File: config.mk
export PLATFORM = sky130hd
export DESIGN_NAME = md_issue_buf
export DESIGN_NICKNAME = d
export VERILOG_FILES = /design/src/rtl/md_issue_buf.sv
export SDC_FILE = /design/constraint.sdc
export NUM_CORES = 1
export LEC_CHECK = 0
export ABC_AREA = 1
export CAP_MARGIN = 20
export CORE_ASPECT_RATIO = 0.75
export CORE_UTILIZATION = 55
export DETAILED_ROUTE_END_ITERATION = 10
export GPL_ROUTABILITY_DRIVEN = 0
export GPL_TIMING_DRIVEN = 0
export PLACE_DENSITY = 0.88
export SLEW_MARGIN = 10
export SYNTH_ARGS = -nofsm -noshare
export SYNTH_HDL_FRONTEND = slang
export SYNTH_SLANG_ARGS = --single-unit
File: constraint.sdc
create_clock -name clk -period 4.9 [get_ports clk]
set_input_delay 0.98 -clock clk [delete_from_list [all_inputs] [get_ports clk]]
set_output_delay 0.98 -clock clk [all_outputs]
set_load 0.01 [all_outputs]
File: src/rtl/md_issue_buf.sv
// md_issue_buf: FIFO of HI/LO operations in front of the multiply/divide unit.
// Requests {op,a,b} are queued and issued one at a time; long ops (mult/div)
// are held on the output bus until the unit reports it is (nearly) idle.
// Optional feature macro: MD_ISSUE_BYPASS_EN lets a request that lands in an
// empty, idle buffer go straight to ISSUE on the edge that accepts it.
module md_issue_buf #(
    parameter int DEPTH = 4
) (
    input  logic                     clk,
    input  logic                     reset,
    input  logic                     in_valid,
    input  logic [7:0]               in_op,
    input  logic [31:0]              in_a,
    input  logic [31:0]              in_b,
    output logic                     in_ready,
    input  logic [7:0]               md_busy,
    output logic [7:0]               out_op,
    output logic [31:0]              out_a,
    output logic [31:0]              out_b,
    output logic [$clog2(DEPTH):0]   count,
    output logic                     pending,
    output logic                     illegal_op
);

    localparam int PW = $clog2(DEPTH);
    localparam int CW = PW + 1;

    localparam logic [7:0] OP_MULT = 8'd24;
    localparam logic [7:0] OP_DIVU = 8'd27;
    localparam logic [7:0] OP_MTLO = 8'd29;

    typedef struct packed {
        logic [7:0]  op;
        logic [31:0] a;
        logic [31:0] b;
    } md_req_t;

    typedef enum logic [1:0] {
        IDLE  = 2'd0,
        ISSUE = 2'd1,
        HOLD  = 2'd2
    } state_t;

    state_t          state, state_nxt;
    md_req_t         mem [DEPTH];
    logic [PW-1:0]   rd_ptr, wr_ptr;
    logic [CW-1:0]   cnt_nxt;
    md_req_t         head;
    md_req_t         in_req;
    logic            legal, accept, push, pop;
    logic            head_long, remain;

    assign in_req    = '{op: in_op, a: in_a, b: in_b};
    assign legal     = (in_op >= OP_MULT) && (in_op <= OP_MTLO);
    assign in_ready  = (count < CW'(DEPTH));
    assign accept    = in_valid && in_ready;
    assign push      = accept && legal;
    assign head      = mem[rd_ptr];
    assign head_long = (head.op <= OP_DIVU);
    assign cnt_nxt   = count + CW'(push) - CW'(pop);
    assign remain    = (cnt_nxt != '0);

    // Next-state and pop decision; pop only ever happens from ISSUE or HOLD,
    // where the head entry is guaranteed to be present.
    always_comb begin
        state_nxt = state;
        pop       = 1'b0;
        case (state)
            IDLE: begin
                if (count != '0) begin
                    state_nxt = ISSUE;
                end
`ifdef MD_ISSUE_BYPASS_EN
                else if (push && (md_busy == 8'd0)) begin
                    state_nxt = ISSUE;
                end
`endif
            end
            ISSUE: begin
                if (head_long) begin
                    state_nxt = HOLD;
                end else begin
                    pop       = 1'b1;
                    state_nxt = remain ? ISSUE : IDLE;
                end
            end
            HOLD: begin
                if (md_busy < 8'd2) begin
                    pop       = 1'b1;
                    state_nxt = remain ? ISSUE : IDLE;
                end
            end
            default: begin
                state_nxt = IDLE;
            end
        endcase
    end

    // FSM state register; reset abandons any in-flight op.
    always_ff @(posedge clk or negedge reset) begin
        if (!reset) begin
            state <= IDLE;
        end else begin
            state <= state_nxt;
        end
    end

    // Pointers and occupancy; pointers wrap naturally since DEPTH is 2^PW.
    always_ff @(posedge clk or negedge reset) begin
        if (!reset) begin
            rd_ptr <= '0;
            wr_ptr <= '0;
            count  <= '0;
        end else begin
            if (push) begin
                wr_ptr <= wr_ptr + PW'(1);
            end
            if (pop) begin
                rd_ptr <= rd_ptr + PW'(1);
            end
            count <= cnt_nxt;
        end
    end

    // Entry storage; contents are only meaningful where count says so.
    always_ff @(posedge clk) begin
        if (push) begin
            mem[wr_ptr] <= in_req;
        end
    end

    // One-cycle pulse for an accepted request carrying a non-HI/LO opcode.
    always_ff @(posedge clk or negedge reset) begin
        if (!reset) begin
            illegal_op <= 1'b0;
        end else begin
            illegal_op <= accept && !legal;
        end
    end

    // The head is visible only while issuing or holding; otherwise a clean nop.
    always_comb begin
        out_op = 8'd0;
        out_a  = 32'd0;
        out_b  = 32'd0;
        if (state != IDLE) begin
            out_op = head.op;
            out_a  = head.a;
            out_b  = head.b;
        end
    end

    assign pending = (count != '0) || (state != IDLE);

    a_count_bound: assert property (@(posedge clk) disable iff (!reset)
        count <= CW'(DEPTH));
    a_busy_has_entry: assert property (@(posedge clk) disable iff (!reset)
        (state != IDLE) |-> (count != '0));

endmodule

# Word level (Yosys, flattened, before mapping)

Memory sizes are Yosys's and may differ from the RTL's.
Index checks and enable logic that the tools add are counted.

Flip-flop bits (word level): 10
Bits in latches: 0
Memory bits (writable): 288
Memory bits (read-only): 0
Input port bits: 83
Output and inout port bits: 78
Memories: 1

Memory list:

| name | depth | width | rd ports | clocked after memory_dff | write ports | RTL line | source |
|---|---|---|---|---|---|---|---|
| mem  | 4     | 72    | 1        | 0                        | 1           | 45       | `md_req_t mem [DEPTH];` |

Add/sub/neg operators: 4
$mul: 0
Divide/modulo/power cells: 0
$lt $le $gt $ge: 5
Equal/unequal tests: 4
Shift-type cells: 0
Mux-type cells: 13
Bitwise logic cells: 0
Reductions and logical operators: 11

Operator list:

| operator                                                           | count |
|---|---|
| 2-to-1 mux 32 bit                                                  | 2 |
| less-or-equal comparator 8 x 5 -> 1 bit (second input constant)    | 2 |
| greater-or-equal comparator 8 x 5 -> 1 bit (second input constant) | 1 |
| < comparator 8 x 2 -> 1 bit (second input constant)                | 1 |
| 2-to-1 mux 8 bit                                                   | 1 |
| 2-to-1 mux 2 bit                                                   | 3 |
| case mux 2 bit (3 select lines)                                    | 1 |
| nonzero test 3 bit                                                 | 2 |
| 2-to-1 mux 1 bit                                                   | 5 |
| adder 2 x 1 -> 2 bit (second input constant)                       | 2 |
| logical AND 1 bit                                                  | 4 |
| != test 2 bit (second input constant)                              | 2 |
| adder 3 x 1 -> 3 bit                                               | 1 |
| < comparator 3 bit (second input constant)                         | 1 |
| subtractor 3 x 1 -> 3 bit                                          | 1 |
| equality test 2 x 1 -> 1 bit (second input constant)               | 1 |
| equality test 2 bit (second input constant)                        | 1 |
| zero test 2 bit                                                    | 1 |
| case mux 1 bit (2 select lines)                                    | 1 |
| AND reduction 2 bit                                                | 1 |
| nonzero test 2 bit                                                 | 1 |
| zero test 1 bit                                                    | 1 |
| logical OR 1 bit                                                   | 1 |

# Longest topological paths before layout

Gate-level depths: netlist (run 1).

Depth in word-level cells: 9
Gate-level depth with buffers: 24
Depth with buffers taken out: 23

# Least setup slack after synthesis (run 1)

Ideal clock, no wire load.

Path kind: in2reg
Start: input in_op[2]
End: memory mem[0][0] in the netlist's numbering, enable pin
Setup time: 0.503 ns
Data arrival time: 4.742 ns
Slack: -0.345 ns
Cell stages on the path: 4
Path buffers: 0
Path through: a211o_1 -> nor3_1 -> nand3_1 -> nor2_1

Word-level cells in the longest chain between the ends: 5

Ends and longest elaborated chain:

| item                                                                                                  | RTL line | source |
|---|---|---|
| start: declaration                                                                                    | 12       | `input logic [7:0] in_op,` |
| greater-or-equal comparator 8 x 5 -> 1 bit or less-or-equal comparator 8 x 5 -> 1 bit (tied branches) | 54       | `assign legal = (in_op >= OP_MULT) && (in_op <= OP_MTLO);` |
| logical AND 1 bit *                                                                                   | 54       |  |
| logical AND 1 bit *                                                                                   | 57       | `assign push = accept && legal;` |
| 2-to-1 mux 1 bit *                                                                                    | 127      | `if (push) begin` |
| 2-to-1 mux 1 bit (not written as such) *                                                              | 128      | `mem[wr_ptr] <= in_req;` |
| end: declaration                                                                                      | 45       |  |

Every way passes the cells marked *; elsewhere a longest branch is shown, timed or not.

# Worst setup path after layout (run 1)

Start: register rd_ptr[1]
End: output out_a[9]

Word-level cells in the longest chain between the ends: 2

Ends and longest elaborated chain:

| item                     | RTL line | source |
|---|---|---|
| start: declaration       | 46       | `logic [PW-1:0] rd_ptr, wr_ptr;` |
| start signal: assignment | 119      | `rd_ptr <= rd_ptr + PW'(1);` |
| memory read (4 x 72 bit) | -        |  |
| 2-to-1 mux 32 bit        | 146      | `if (state != IDLE) begin` |
| end: declaration         | 18       | `output logic [31:0] out_a,` |

No other way between the ends.

==> key figures, run 1 <==
GRT
  – First-pass GRT wire length: 42040 µm
  – Overflow after GRT: 0
  – GRT Total Usage: 25.54%
  – Vias in the first global route: around 7800
  – Largest net degree at the start of global routing: 28
  – Initial antenna violation count: 2

Floorplan
  – Die ar.: 0.02206 mm²
  – Die Y: 128.9 µm
  – Core Box Area: 0.02107 mm²
  – Initial Util: 56.03%
  – # rows: 46
  – IO Count: 161
  – Die Wd: 171.2 µm

Logic synthesis
  – Top cell type's share of synthesized area: 73.27%
  – Xor/xnor cell area share of the yosys netlist: 0.2968%
  – Post-synthesis simple-gate area fraction: 11.48%
  – Syn Nets: 1046
  – Post-synth EDFFs: 288
  – Ys async rst share: about 3.4%
  – Main flop type after synthesis: edfxtp_1
  – Area contributors post-synth: edfxtp_1 (73%), nor2_1 (8.9%), o21ai_0 (5.6%)
  – Avg Synthesized Cell Area: 12.40 µm²
  – Cell taking the most area after synthesis: edfxtp_1
  – Synthesized area: 0.01180 mm²
  – Post-synthesis compound-gate area fraction: 8.681%
  – Post-synthesis mux area share: 0%
  – Largest family of logic cells by synthesized area: simple AND/OR/NAND/NOR gates
  – Register area share after synthesis: 75.39%
  – Post-synthesis register bit count: between 200 and 300
  – Synth warn: 0
  – Unique masters post-synth: 23
  – Syn Inst Count: 952
  – Adder-Cell Fraction of Synth Area: 1.230%

Clock network
  – H-Tree Level Count: 1
  – Root cell of the clock tree: clkbuf_16
  – TritonCTS clock tree: done
  – Post-cts sizing count: 0
  – CTS Buffer Depth: 3
  – Worst-Skew Late Latency: around 0.54 ns
  – CTS buffer count: 28
  – Clk slew on worst S/H paths: 0.06 ns
  – Sink Count: 298
  – Post-CTS setup buffers: 0
  – Hold buffers post-CTS: 0

Layout
  – Final #Nets: 1246
  – Most common cell after layout, fill and taps aside: edfxtp_1
  – Final std cells w/o fill: 1464
  – Final instance area: 0.01502 mm²
  – Most frequent cells in the layout: edfxtp_1 (288), nor2_1 (275), clkdlybuf4s50_1 (159)
  – Final-layout fill cell count: 1350
  – Layout area overhead: 27.27%
  – Layout cells sized above 1: 6.729%

Place
  – IO Port Bufs: ~160
  – Post-DP Area: between 0.01 and 0.015 mm²
  – Post-DP HPWL: 18160 µm
  – Placed insts: 1410

Detailed routing
  – Wl on met1: 11700 µm
  – Met2 wire len: 13470 µm
  – WL final: 28110 µm
  – DR WL met3: 2376 µm
  – Routed Antenna Nets: 0
  – DRT Pass-1 Iters: 6
  – Vias per cell: 5.538
  – Top sig layer: met4
  – DRC: 0
  – Initial detailed-routing violation count: between 900 and 1000
  – Routed WL per cell: 19.20 µm
  – Vias: between 8000 and 9000

Power
  – PnR Total Power: roughly 8.6 mW
  – Max VDD drop: 0.3388 mV
  – Leakage: 5.200 nW
  – Power Dens Cells: between 500 and 600 mW/mm²

Worst setup path
  – WP data required: ~3.9 ns
  – Setup Crit Path Kind: flip-flop to output pin
  – R2R setup slack: between 1 and 1.5 ns
  – Worst setup EP type: output pin
  – R2R Path Start: rd_ptr[0]
  – Crit path max fanout: 10
  – Setup crit end: out_a[9]
  – Worst reg2reg endpoint: state[0]
  – R2R cell count: 23
  – CP Launch Point: rd_ptr[1]
  – Setup crit start kind: flip-flop
  – Critical path arrival: 3.12 ns

Timing
  – Worst hold margin: 0.5876 ns
  – Least-Margin Pin Slew: 0.8159 ns
  – Setup TNS: 0 ns
  – Endpoints failing hold: 0
  – Pins Over Slew Limit: 0
  – Slew HR: 45.47%
  – Minimum clock period: 4.096 ns
  – Final cycle utilization of the critical path: roughly 84%
  – RSZ-0062 raised after global routing: false
  – Final setup vio count: 0
  – Final setup skew: between 0.009 and 0.01 ns
  – F_max: about 240 MHz

Outcome
  – Outcome: finished clean

Min path
  – Min-Delay Path Class: flip-flop to flip-flop
  – Hold_sp: count[0]

Run
  – Max-cap violations: 0
==> worst max-delay path, cell delays in order (launching register included) <==
cell	delay, ns
dfrtp_1	0.38
clkinv_1	0.29
clkbuf_1	0.41
buf_1	0.36
nor2_1	0.18
o21ai_0	0.13
a21oi_1	0.25
clkdlybuf4s50_1	0.58
==> final cells by class <==
type,count,area (µm²),share of cell area (%)
buffer,54,232.7,1.549
tap,288,360.3,2.399
multi-input combinational,570,2590,17.24
clock buffer,41,810.8,5.397
sequential,298,8899,59.23
inverter,30,112.6,0.7496
antenna,2,5.005,0.03331
clock inverter,11,156.4,1.041
timing repair buffer,170,1857,12.36
==> flip-flops by register name (all words and copies together), names as in the netlist <==
signal      flops
mem           288
wr_ptr          2
rd_ptr          2
illegal_op      1
count           3
state           2
==> how the worst min path moves through the flow <==
stage | cells past startpoint | slack [ns] | endpoint
global placement | 2 | 0.53 | state[1]
finish | 1 | 0.59 | count[0]
global route | 1 | 0.61 | count[0]
CTS | 1 | 0.57 | count[0]
detailed placement | 1 | 0.56 | count[0]
floorplan | 2 | 0.50 | state[1]
==> power breakdown <==
group | switching [mW] | leakage [nW] | total (mW) | internal, mW
registers | 0.0405 | 2.71 | 2.88 | 2.84
clock network | 0.892 | 0.473 | 2.25 | 1.35
logic | 2.05 | 2.02 | 3.50 | 1.45
==> per-layer routing <==
layer | vias up | global-route usage (%)
li1 | 3741 | -
met5 | - | 0
met1 | 3914 | 36.14
met4 | 0 | 6.880
met3 | 44 | 4.399
met2 | 408 | 41.44
==> stage by stage <==
step	util, %	worst slack [ns]
2_1_floorplan	-	-0.3447
3_3_place_gp	65.30	-3.179
3_5_place_dp	66.70	0.3328
4_1_cts	71.29	0.7683
5_1_grt	71.29	0.5966
6_report	71.32	0.8040
==> synth_stat cells (2+ instances only) <==
cell,n
edfxtp_1,288
nor2_1,279
o21ai_0,133
a21oi_1,70
nand2_1,47
inv_1,28
clkbuf_1,27
nand3_1,19
buf_2,18
dfrtp_1,10
ha_1,10
buf_1,8
xor2_1,4
nor3_1,2
==> cell families (layout without fill, tap and decap cells) <==
logic type	Yosys count	in the layout
buffers and inverters	84	306
AND/OR/NAND/NOR	351	351
AO/OA/AOI/OAI	204	204
XOR/XNOR	4	4
adder cells (fa/ha/maj)	11	11
flip-flops	298	298
other	0	2
No activity file was read; power rests on OpenSTA's default activity.
==> run 2: changes to the inputs <==
Settings changed: CORE_UTILIZATION 55 to 49, PLACE_DENSITY 0.88 to 0.83.
Clock period 4.9 ns to 3.33 ns, I/O delays scaled along.
==> run 2 against run 1 <==
Effect of this change:
- the flow now finishes with violations (setup timing)
- routed wire length up 0.20%
- combinational power up 51%
- global-route usage down 2.7 points
- clock skew up 0.00068 ns
- die area up 12%
- critical endpoint is now out_b[14]
==> key figures, run 2 (synthesized netlist as in run 1, its figures left out) <==
Outcome
  – Outcome: complete, but fails checks
  – Failing checks: setup timing

Clock network
  – H-Tree Level Count: 1 (unchanged)
  – Root cell of the clock tree: clkbuf_16
  – Clk slew on worst S/H paths: 0.07 ns (about the same)
  – CTS Buffer Depth: 3 (unchanged)
  – CTS buffer count: 29 (+3.6%)
  – Sink Count: 298 (unchanged)
  – Hold buffers post-CTS: 0 (unchanged)
  – Worst-Skew Late Latency: 0.54 ns (about the same)
  – TritonCTS clock tree: done

Worst setup path
  – CP Launch Point: rd_ptr[0]
  – Critical path arrival: 2.67 ns (-0.45 ns)
  – Worst setup EP type: output pin
  – Crit path max fanout: 10 (unchanged)
  – WP data required: 2.66 ns (-1.26 ns)
  – Worst reg2reg endpoint: state[0]
  – Setup Crit Path Kind: flip-flop to output pin
  – R2R Path Start: rd_ptr[0]
  – R2R setup slack: 0.08 ns (-1.18 ns)
  – R2R cell count: 24 (+4.3%)
  – Setup crit start kind: flip-flop
  – Setup crit end: out_b[14]

Detailed routing
  – DRT Pass-1 Iters: 5 (-1)
  – Vias per cell: 5.459 (-1.4%)
  – DRC: 0 (unchanged)
  – WL final: 28170 µm (+0.20%)
  – Routed Antenna Nets: 0 (unchanged)
  – Vias: 8068 (-0.48%)
  – Routed WL per cell: 19.06 µm (-0.75%)
  – Initial detailed-routing violation count: 683 (-26%)

Floorplan
  – Die Y: 136.4 µm (+5.9%)
  – Core Box Area: 0.02330 mm² (+11%)
  – # rows: 48 (+4.3%)
  – IO Count: 161 (unchanged)
  – Die Wd: 181.2 µm (+5.9%)
  – Die ar.: 0.02472 mm² (+12%)
  – Initial Util: 50.66% (-5.4 points)

Layout
  – Most common cell after layout, fill and taps aside: edfxtp_1
  – Biggest regs: mem x288, count x3
  – Max reg flops: 288 (unchanged)
  – Most flop-heavy register: mem
  – Layout area overhead: 29.11%
  – Most frequent cells in the layout: edfxtp_1 (288), nor2_1 (274), clkdlybuf4s50_1 (141)
  – Layout cells sized above 1: 9.686% (+3.0 points)
  – Final #Nets: 1249 (+0.24%)

Min path
  – Min-Delay Path Class: primary input to asynchronous set/reset pin

Place
  – IO Port Bufs: 159 (unchanged)
  – Pre-CTS setup slack: -0.9787 ns (-1.311 ns)
  – Post-DP HPWL: 18250 µm (+0.47%)

Power
  – Max VDD drop: 0.4695 mV (+39%)
  – PnR Total Power: 12.81 mW (+48%)
  – Power Dens Cells: 840.6 mW/mm² (+46%)
  – Leakage: 5.498 nW (+5.7%)

Timing
  – RSZ-0062 raised after global routing: true
  – Setup ws final: -0.002462 ns (-0.8064 ns)
  – Endpoints failing hold: 0 (unchanged)
  – Final setup skew: 0.01062 ns (+0.0006821 ns)
  – Least-Margin Pin Slew: 0.7071 ns (-0.1088 ns)
  – Setup TNS: -0.002462 ns (-0.002462 ns)
  – F_max: 300.1 MHz
  – Final cycle utilization of the critical path: 100.1%
  – Slew HR: 52.75% (+7.3 points)
  – Minimum clock period: between 3 and 4 ns
  – Pins Over Slew Limit: 0 (unchanged)
  – Final setup vio count: 1 (+1)

GRT
  – First-pass GRT wire length: 42320 µm (+0.67%)
  – Largest net degree at the start of global routing: 27 (-3.6%)
  – Overflow after GRT: 0 (unchanged)
  – GRT Total Usage: 22.79% (-2.7 points)
  – Vias in the first global route: 7781 (+0.13%)
  – Initial antenna violation count: 1 (-1)

Run
  – Max-cap violations: 0 (unchanged)
==> run 2: worst min-delay path by stage <==
stage / slack, ns / to / from / cells after the start
floorplan: 0.37 / count[0] / reset / 0
global placement: 0.54 / state[1] / state[1] / 2
detailed placement: 0.55 / state[1] / state[1] / 2
CTS: 0.45 / count[2] / reset / 1
global route: 0.49 / wr_ptr[1] / reset / 1
finish: 0.45 / count[2] / reset / 1
==> run 2: metrics by stage <==
stage | area, µm² | utilization (%) | hold slack, ns | cells
2_1_floorplan | 11810 | - | 0.3704 | 952
3_3_place_gp | 13780 | 59.14 | 0.5358 | 1411
3_5_place_dp | 14110 | 60.55 | 0.5450 | 1423
4_1_cts | 15160 | 65.07 | 0.4487 | 1477
5_1_grt | 15240 | 65.40 | 0.4853 | 1478
6_report | 15240 | 65.40 | 0.4520 | 1478
==> run 2: area by class of cell <==
cell class | count | area, µm²
Multi-Input combinational cell | 570 | 2623
Clock buffer | 35 | 758.2
Fill cell | 1634 | 8063
Inverter | 30 | 120.1
Clock inverter | 18 | 191.4
Tap cell | 300 | 375.4
Antenna cell | 1 | 2.502
Timing Repair Buffer | 172 | 1941
Sequential cell | 298 | 8900
Buffer | 54 | 329.1
==> run 2: report_power, final <==
group / leakage, nW / switching (mW) / internal (mW) / total, mW
Sequential: 2.70 / 0.0705 / 4.18 / 4.26
Combinational: 2.33 / 3.04 / 2.23 / 5.28
Clock: 0.469 / 1.35 / 1.93 / 3.27
==> run 2: worst max-delay path, cell delays in order, from the launching register on <==
cell             delay [ns]
dfrtp_2                0.45
buf_6                  0.19
buf_6                  0.20
buf_4                  0.21
nor2_1                 0.06
nor2_1                 0.10
o21ai_0                0.11
a21oi_1                0.22
clkdlybuf4s50_1        0.57
==> run 2: what timing repair did <==
action	CTS	global route
setup endpoints to repair	74	56
hold endpoints to repair	0	0
setup buffers	1	0
pin swaps	5	9
resized for setup	51	29
==> run 2: routing by layer <==
metal / track usage [%] / part of all wire, % / vias to the layer above
met5: 0 / 0 / -
met4: 7.156 / 2.6 / 0
met3: 2.813 / 8.8 / 62
met2: 37.01 / 48 / 415
met1: 32.43 / 41 / 3843
li1: - / - / 3748
